File: src/rtl/trig_scheduler.sv
// trig_scheduler: frame-synchronous scheduler sharing one sin/cos ROM among
// N_REQ requesters. Each frame_clk rising edge snapshots all angles, then
// issues one ROM lookup per requester and latches the returned sin/cos words.
module trig_scheduler #(
  parameter int unsigned N_REQ     = 4,
  parameter int unsigned ANGLE_W   = 6,
  parameter int unsigned ANGLE_MAX = 44,
  parameter int unsigned ROM_LAT   = 1
) (
  input  logic                     Clk,
  input  logic                     Reset,
  input  logic                     frame_clk,
  input  logic [N_REQ*ANGLE_W-1:0] angle_in,
  output logic [ANGLE_W-1:0]       rom_addr,
  output logic                     rom_rd,
  input  logic [7:0]               rom_sin,
  input  logic [7:0]               rom_cos,
  output logic [N_REQ*8-1:0]       sin_out,
  output logic [N_REQ*8-1:0]       cos_out,
  output logic [N_REQ-1:0]         valid,
  output logic                     busy,
  output logic                     done,
  output logic                     overrun,
  output logic                     range_err
);

  localparam int unsigned IDX_W  = (N_REQ > 1) ? $clog2(N_REQ) : 1;
  localparam int unsigned CNT_W  = 2;
  localparam int unsigned SNAP_W = N_REQ * ANGLE_W;
  localparam int unsigned DATA_W = N_REQ * 8;

  typedef enum logic [2:0] {
    IDLE    = 3'd0,
    SNAP    = 3'd1,
    LOOKUP  = 3'd2,
    WAIT    = 3'd3,
    CAPTURE = 3'd4,
    DONE    = 3'd5
  } state_e;

  state_e              state_q, state_d;
  logic [1:0]          sync_q;
  logic                fprev_q;
  logic                frame_edge_c;
  logic [IDX_W-1:0]    idx_q, idx_d;
  logic [CNT_W-1:0]    wait_q, wait_d;
  logic [SNAP_W-1:0]   snap_q, snap_d;
  logic [DATA_W-1:0]   sin_q, sin_d;
  logic [DATA_W-1:0]   cos_q, cos_d;
  logic [N_REQ-1:0]    valid_q, valid_d;
  logic [ANGLE_W-1:0]  addr_q, addr_d;
  logic [ANGLE_W-1:0]  lk_angle;
  logic                rd_q, rd_d;
  logic                busy_q, busy_d;
  logic                done_q, done_d;
  logic                ovr_q, ovr_d;
  logic                rerr_q, rerr_d;

  // Rising edge of the synchronized frame strobe.
  assign frame_edge_c = sync_q[1] & ~fprev_q;

  // Frame strobe synchronizer; reset high so a level already high at release is not an edge.
  always_ff @(posedge Clk or posedge Reset) begin
    if (Reset) begin
      sync_q  <= 2'b11;
      fprev_q <= 1'b1;
    end else begin
      sync_q  <= {sync_q[0], frame_clk};
      fprev_q <= sync_q[1];
    end
  end

  // Scheduler state and registered outputs.
  always_ff @(posedge Clk or posedge Reset) begin
    if (Reset) begin
      state_q <= IDLE;
      idx_q   <= '0;
      wait_q  <= '0;
      snap_q  <= '0;
      sin_q   <= '0;
      cos_q   <= '0;
      valid_q <= '0;
      addr_q  <= '0;
      rd_q    <= 1'b0;
      busy_q  <= 1'b0;
      done_q  <= 1'b0;
      ovr_q   <= 1'b0;
      rerr_q  <= 1'b0;
    end else begin
      state_q <= state_d;
      idx_q   <= idx_d;
      wait_q  <= wait_d;
      snap_q  <= snap_d;
      sin_q   <= sin_d;
      cos_q   <= cos_d;
      valid_q <= valid_d;
      addr_q  <= addr_d;
      rd_q    <= rd_d;
      busy_q  <= busy_d;
      done_q  <= done_d;
      ovr_q   <= ovr_d;
      rerr_q  <= rerr_d;
    end
  end

  // Next-state logic; ROM strobe/address are derived from the next state so they register in step.
  always_comb begin
    state_d  = state_q;
    idx_d    = idx_q;
    wait_d   = wait_q;
    snap_d   = snap_q;
    sin_d    = sin_q;
    cos_d    = cos_q;
    valid_d  = valid_q;
    addr_d   = addr_q;
    rd_d     = 1'b0;
    rerr_d   = rerr_q;
    ovr_d    = ovr_q | (frame_edge_c & (state_q != IDLE));
    lk_angle = '0;

    case (state_q)
      IDLE: begin
        if (frame_edge_c) state_d = SNAP;
      end
      SNAP: begin
        snap_d  = angle_in;
        valid_d = '0;
        idx_d   = '0;
        state_d = LOOKUP;
      end
      LOOKUP: begin
        wait_d = CNT_W'(ROM_LAT - 1);
        if (ROM_LAT > 1) state_d = WAIT;
        else             state_d = CAPTURE;
      end
      WAIT: begin
        if (wait_q <= CNT_W'(1)) state_d = CAPTURE;
        else                     wait_d  = wait_q - CNT_W'(1);
      end
      CAPTURE: begin
        sin_d[idx_q*8 +: 8] = rom_sin;
        cos_d[idx_q*8 +: 8] = rom_cos;
        valid_d[idx_q]      = 1'b1;
        if (idx_q == IDX_W'(N_REQ - 1)) begin
          state_d = DONE;
        end else begin
          idx_d   = idx_q + IDX_W'(1);
          state_d = LOOKUP;
        end
      end
      DONE: begin
        state_d = IDLE;
      end
      default: begin
        state_d = IDLE;
      end
    endcase

    if (state_d == LOOKUP) begin
      rd_d     = 1'b1;
      lk_angle = snap_d[idx_d*ANGLE_W +: ANGLE_W];
      if (32'(lk_angle) > ANGLE_MAX) begin
        addr_d = '0;
        rerr_d = 1'b1;
      end else begin
        addr_d = lk_angle;
      end
    end

    busy_d = (state_d != IDLE);
    done_d = (state_d == DONE);
  end

  assign rom_addr  = addr_q;
  assign rom_rd    = rd_q;
  assign sin_out   = sin_q;
  assign cos_out   = cos_q;
  assign valid     = valid_q;
  assign busy      = busy_q;
  assign done      = done_q;
  assign overrun   = ovr_q;
  assign range_err = rerr_q;

endmodule
File: config.mk
export PLATFORM = sky130hd
export DESIGN_NAME = trig_scheduler
export DESIGN_NICKNAME = d
export VERILOG_FILES = /design/src/rtl/trig_scheduler.sv
export SDC_FILE = /design/constraint.sdc
export NUM_CORES = 1
export LEC_CHECK = 0
export ABC_AREA = 1
export CAP_MARGIN = 10
export CORE_UTILIZATION = 35
export CTS_BUF_LIST = sky130_fd_sc_hd__clkbuf_4 sky130_fd_sc_hd__clkbuf_8 sky130_fd_sc_hd__clkbuf_16
export CTS_CLUSTER_SIZE = 24
export DETAILED_ROUTE_END_ITERATION = 6
export DONT_BUFFER_PORTS = 1
export PLACE_DENSITY = 0.52
export SLEW_MARGIN = 10
export SYNTH_ARGS = -nofsm -noshare
export SYNTH_HDL_FRONTEND = slang
export SYNTH_SLANG_ARGS = --single-unit
File: constraint.sdc
create_clock -name Clk -period 5.7 [get_ports Clk]
set_input_delay 1.425 -clock Clk [delete_from_list [all_inputs] [get_ports Clk]]
set_output_delay 1.425 -clock Clk [all_outputs]
set_load 0.005 [all_outputs]
* Yosys cells after proc, flatten, opt, wreduce, memory -nomap -nowiden
Index checks and enable logic that the tools add are counted.
Word-level totals: register bits 113, bits in latches 0, bits in writable memories 0, bits in read-only memories 0, input bits 43, output and inout port bits 79, logic and storage cells 64, memories 0
Cells by class: add/sub/neg operators 3, $mul 1, divide/modulo/power cells 0, $lt $le $gt $ge 4, eq/ne operators 8, shift operators 4, mux-type cells 16, bitwise operators 5, reductions and logical operators 8
Operator list (count):
- $shiftx A8 B34 Y32 | 2
- $bwmux W32 | 2
- $neg A5 Y34 | 1
- $shift A8 B34 Y32 const A | 1
- $mux W24 | 1
- $shiftx A24 B6 Y6 | 1
- $pmux W3 S5 | 1
- $eq A3 B2 Y1 const B | 3
- $mux W3 | 3
- $pmux W2 S2 | 2
- $pmux W4 S2 | 1
- $eq A3 B3 Y1 const B | 2
- $gt A6 B6 Y1 const B | 1
- $mux W6 | 1
- $reduce_bool A3 Y1 | 2
- $mul A2 B2 Y4 const B | 1
- $mux W2 | 2
- $or A4 B4 Y4 | 1
- $reduce_and A2 Y1 | 2
- $reduce_bool A2 Y1 | 2
- $eq A3 B1 Y1 const B | 1
- $logic_not A3 Y1 | 1
- $lt A2 B3 Y1 const B | 1
- $add A2 B1 Y2 const B | 1
- 11 further kinds | 13

* Depth between registers and ports, before layout
depth in word-level cells 7, mapped depth 15, depth with buffers taken out 14

* Worst setup path before layout
No wires, ideal clock.
path type input port to flip-flop, start point input port angle_in[14], end point register addr_q[0] (netlist: rom_addr[0]), setup time 0.116 ns, arrival 2.139 ns, data required time 5.584 ns, path slack 3.445 ns, stages 11, path buffers 0, cell sequence inv_1 -> o21ai_2 -> nand2_1 -> nand3_1 -> nand2_1 -> nor2_1 -> nand2_1 -> nand2_2 -> nand2_2 -> nand2_1 -> nand2_1
On the way: word-level cells in the longest chain between the ends 4
RTL lines:
- from (decl) | line 13 | input logic [N_REQ*ANGLE_W-1:0] angle_in,
- $mux W24 * | line 121 | case (state_q)
- via snap_d[14] | line 47 | logic [SNAP_W-1:0] snap_q, snap_d;
- $shiftx A24 B6 Y6 * | line 161 | lk_angle = snap_d[idx_d*ANGLE_W +: ANGLE_W];
- $gt A6 B6 Y1 | line 162 | if (32'(lk_angle) > ANGLE_MAX) begin
- $mux W6 * | line 162
- to (signal assigned) | line 97 | addr_q <= addr_d;
- to (decl) | line 51 | logic [ANGLE_W-1:0] addr_q, addr_d;
Mark *: on every way through the listed nets, which the timed path passes. The rest lies on a longest branch. A chain may end at the register's enable or synchronous reset.

* Final worst setup path
start point register idx_q[0], end point register sin_q[20] (netlist: sin_out[20])
On the way: word-level cells in the longest chain between the ends 3, elaborated cells between the ends (all ways) 4, classes of those cells 1 x add/sub; 2 x shift; 1 x mux
RTL lines:
- from (decl) | line 45 | logic [IDX_W-1:0] idx_q, idx_d;
- from (signal assigned) | line 91 | idx_q <= idx_d;
- $neg A5 Y34 * | line 141 | sin_d[idx_q*8 +: 8] = rom_sin;
- $shiftx A8 B34 Y32 / $shift A8 B34 Y32 (equally long branches) | line 141
- $bwmux W32 * | line 141
- to (signal assigned) | line 94 | sin_q <= sin_d;
- to (decl) | line 48 | logic [DATA_W-1:0] sin_q, sin_d;
Mark *: on every way between the ends. The rest lies on a longest branch, timed or not.

==> impl_metrics.yaml <==
grt:
  grt.met3_usage_pct: 5.90
  first_global_vias: 3438
  met2_usage_in_global_routing_pct: 24.6
  tot_gr_track_use_pct: 18.0
  grt_antenna_before_repair: 0
  grt_pass1_wl_um: 19600
  grt_max_degree: 79
  grt_use_met1_pct: 25.9
  grt.overflow.total: 0
  top_usage_layer: "met1"
power_and_ir_drop:
  power.static_leakage_nw: 2.64
  power.ir.vdd_worst_uv: 202
  p_per_area_mw_per_mm2: 629
timing:
  setup_tns_ns: 0
  worst_pin_slew_ns: 1.04
  final-hold-violation-count: 0
  slew_headroom_pct: 30.0
  drv_slew: 0
  timing.fmax_mhz: 318
  finalClockSkew_ns: 0.00971
  finalSetupViolations: 0
  post-route-period-util_pct: 55.1
  setup_repair_after_global_routing_missed_its_margin: "false"
  timing.final.crit_period_ns: 3.14
routing:
  via_count: 3540
  drt_pass1_iterations: 5
  route.antenna.remaining_nets: 0
  wl_per_cell_um: 16.6
  dr.first_iter.drc_count: 200
  totalWireLength_um: 12200
  route.detailed.vias_per_inst: 4.82
  final_routed_drc_violation_total: 0
setup_path:
  critical_path_peak_fanout: 16
  worstSetupPathType: "reg -> reg"
  required_time_of_the_worst_setup_path_ns: 6.01
  start_kind: "register"
  timing.critical_path.arrival_ns: 3.45
  reg2reg_depth: 8
  cp-end-kind: "register"
placement:
  dp_hpwl_um: 8460
  post_dp_area_mm2: 0.00498
  globalplace.congestion: 0.801
  post-place-cells: 704
  port_buffers: 0
floorplan:
  chipHeight_um: 120
  design.die.area_mm2: 0.0145
  floorplan.initialDensity_pct: 36.4
  core_area_mm2: 0.0135
  dieWidth_um: 120
  design.portCount: 122
  rows: 42
final_layout:
  multi_input_area_mm2: 0.00181
  fillerInstances: 1358
  layout-area-overhead-vs-synth_pct: 14.6
  post_layout_nonfiller_instances: 735
  layout.core_utilization_pct: 41.7
  antenna_cells_inserted: 0
  layout.nets: 599
  final_layout_size_suffix_gt1_share_pct: 11.4
  design_area_mm2: 0.00560
  area.sequential_mm2: 0.00283
synth:
  mappedNetlistNets: 606
  synth-seq-cells: 113
  synth_most_common_cell: "sky130_fd_sc_hd__nand2_1"
  synth_top_area_share_pct: 56.3
  synth_area_mm2: 0.00489
  synth.cells.most_frequent: "sky130_fd_sc_hd__nand2_1 (212), sky130_fd_sc_hd__dfrtp_1 (110), sky130_fd_sc_hd__o21ai_0 (63)"
  part_of_the_yosys_area_used_for_sequential_elements_pct: 57.9
  synth_ff_type: "sky130_fd_sc_hd__dfrtp_1"
  cells_after_synth: 554
  synthesis.area_per_instance_um2: 8.83
  synth_top_area_cell: "sky130_fd_sc_hd__dfrtp_1"
  synth.lib_cells_used.distinct: 27
  yosys-top-cells-area: "sky130_fd_sc_hd__dfrtp_1 (56%), sky130_fd_sc_hd__nand2_1 (16%), sky130_fd_sc_hd__o21ai_0 (6.4%), sky130_fd_sc_hd__nand3_1 (3.9%), sky130_fd_sc_hd__ha_1 (2.3%)"
  async_reset_ff_share_pct: 100
  synth_warnings: 0
  count_of_flip_flops_with_a_built_in_enable_after_synthesis: 0
clocking:
  cts-root-buf: "sky130_fd_sc_hd__clkbuf_16"
  worstSkewPairLatency_ns: 0.41
  cts.sinks: 113
  worst_setup_hold_path_clk_slew_ns: 0.06
  cts_setup_buffers: 0
  clockBufferDepth: 2
  ctsResizeCount: 0
  inserted_clock_buffers: 17
  holdBufCountCts: 0
  cts_tree: "built"
  cts_max_level: 4
job:
  drv.max_cap_violation_count: 0
outcome:
  outcome: "completed"
worst_hold_path:
  hold_class: "reg -> reg"
  cells_on_worst_hold_path: 0
cells in the final DEF (no fill, tap or decap), types with 2 or more instances in the layout:
master / instances
sky130_fd_sc_hd__nor2_1: 15
sky130_fd_sc_hd__clkbuf_8: 4
sky130_fd_sc_hd__nand2_2: 15
sky130_fd_sc_hd__clkbuf_4: 2
sky130_fd_sc_hd__inv_4: 3
sky130_fd_sc_hd__bufinv_16: 3
sky130_fd_sc_hd__nand2_1: 212
sky130_fd_sc_hd__clkinvlp_4: 5
sky130_fd_sc_hd__clkbuf_16: 17
sky130_fd_sc_hd__nand3_2: 2
sky130_fd_sc_hd__o21ai_0: 63
sky130_fd_sc_hd__dfstp_2: 3
sky130_fd_sc_hd__nor2_2: 2
sky130_fd_sc_hd__o31ai_1: 9
sky130_fd_sc_hd__a21oi_1: 6
sky130_fd_sc_hd__nand3_1: 38
sky130_fd_sc_hd__o21ai_1: 3
sky130_fd_sc_hd__ha_1: 9
sky130_fd_sc_hd__dfrtp_1: 110
sky130_fd_sc_hd__nor3_1: 2
sky130_fd_sc_hd__inv_1: 25
sky130_fd_sc_hd__o21ai_2: 3
sequential cells by signal, summed over array words and instances (netlist names):
name and cells:
busy 1, cos_out 32, done 1, fprev_q 1, idx_q 2, overrun 1, range_err 1, rom_addr 6
rom_rd 1, sin_out 32, snap_q 24, state_q 3, sync_q 2, valid 4, wait_q 2
critical path, cell delays in order (launching register included):
cell and delay (ns):
sky130_fd_sc_hd__dfrtp_1 0.55, sky130_fd_sc_hd__inv_1 0.21, sky130_fd_sc_hd__ha_1 0.59, sky130_fd_sc_hd__inv_1 0.31
sky130_fd_sc_hd__nor2_1 0.16, sky130_fd_sc_hd__inv_1 0.11, sky130_fd_sc_hd__nor2_1 0.79, sky130_fd_sc_hd__nand2_1 0.12
sky130_fd_sc_hd__o21ai_0 0.20
path summary, 6_finish.rpt:
check / from / end / slack (ns)
max: idx_q[0] / sin_out[20] / 2.56
max in group asynchronous: Reset / snap_q[8] / 3.54
max reg2reg: idx_q[0] / sin_out[20] / 2.56
min: sync_q[0] / sync_q[1] / 0.35
min in group asynchronous: Reset / sin_out[14] / 1.10
min reg2reg: sync_q[0] / sync_q[1] / 0.35
cell families (layout without fill, tap and decap cells):
family | count (synthesis) | after routing | share of synthesized area (%)
compound gates | 86 | 86 | 9.59
fa+ha+maj | 9 | 9 | 2.30
flops | 113 | 113 | 57.9
simple gates | 290 | 290 | 24.9
buf+inv | 56 | 61 | 5.35
cell type report:
| cell class | count | share of cell area (%) |
|---|---|---|
| clock inverter | 8 | 2.28 |
| clock buffer | 23 | 8.84 |
| sequential | 113 | 50.5 |
| timing repair buffer | 1 | 0.134 |
| tap | 176 | 3.93 |
| inverter | 29 | 2.08 |
| multi-input combinational | 385 | 32.2 |
where the power goes:
part	leakage, nW	switching (mW)	internal, mW	total [mW]
Combinational	0.967	0.683	0.316	0.998
Sequential	1.38	0.269	1.15	1.42
Clock	0.291	0.365	0.740	1.10
metal layers:
layer  share of wire (%)  wire length (µm)  vias to the layer above
li1                    -                 -                     1773
met1                  50              6100                     1651
met2                  41              4960                       97
met3                 7.6               933                       19
met4                 1.8               225                        0
met5                   0                 0                        -
through the flow:
stage                     power [mW]  hold WS, ns  worst slack (ns)
after global placement          2.41        0.347              2.77
after CTS                       3.56        0.355              2.61
final                           3.52        0.354              2.56
after floorplan                 2.18        0.345              1.29
after detailed placement        2.44        0.347              2.61
after global routing            3.79        0.357              2.17
Power figures use the tool's default switching activity.
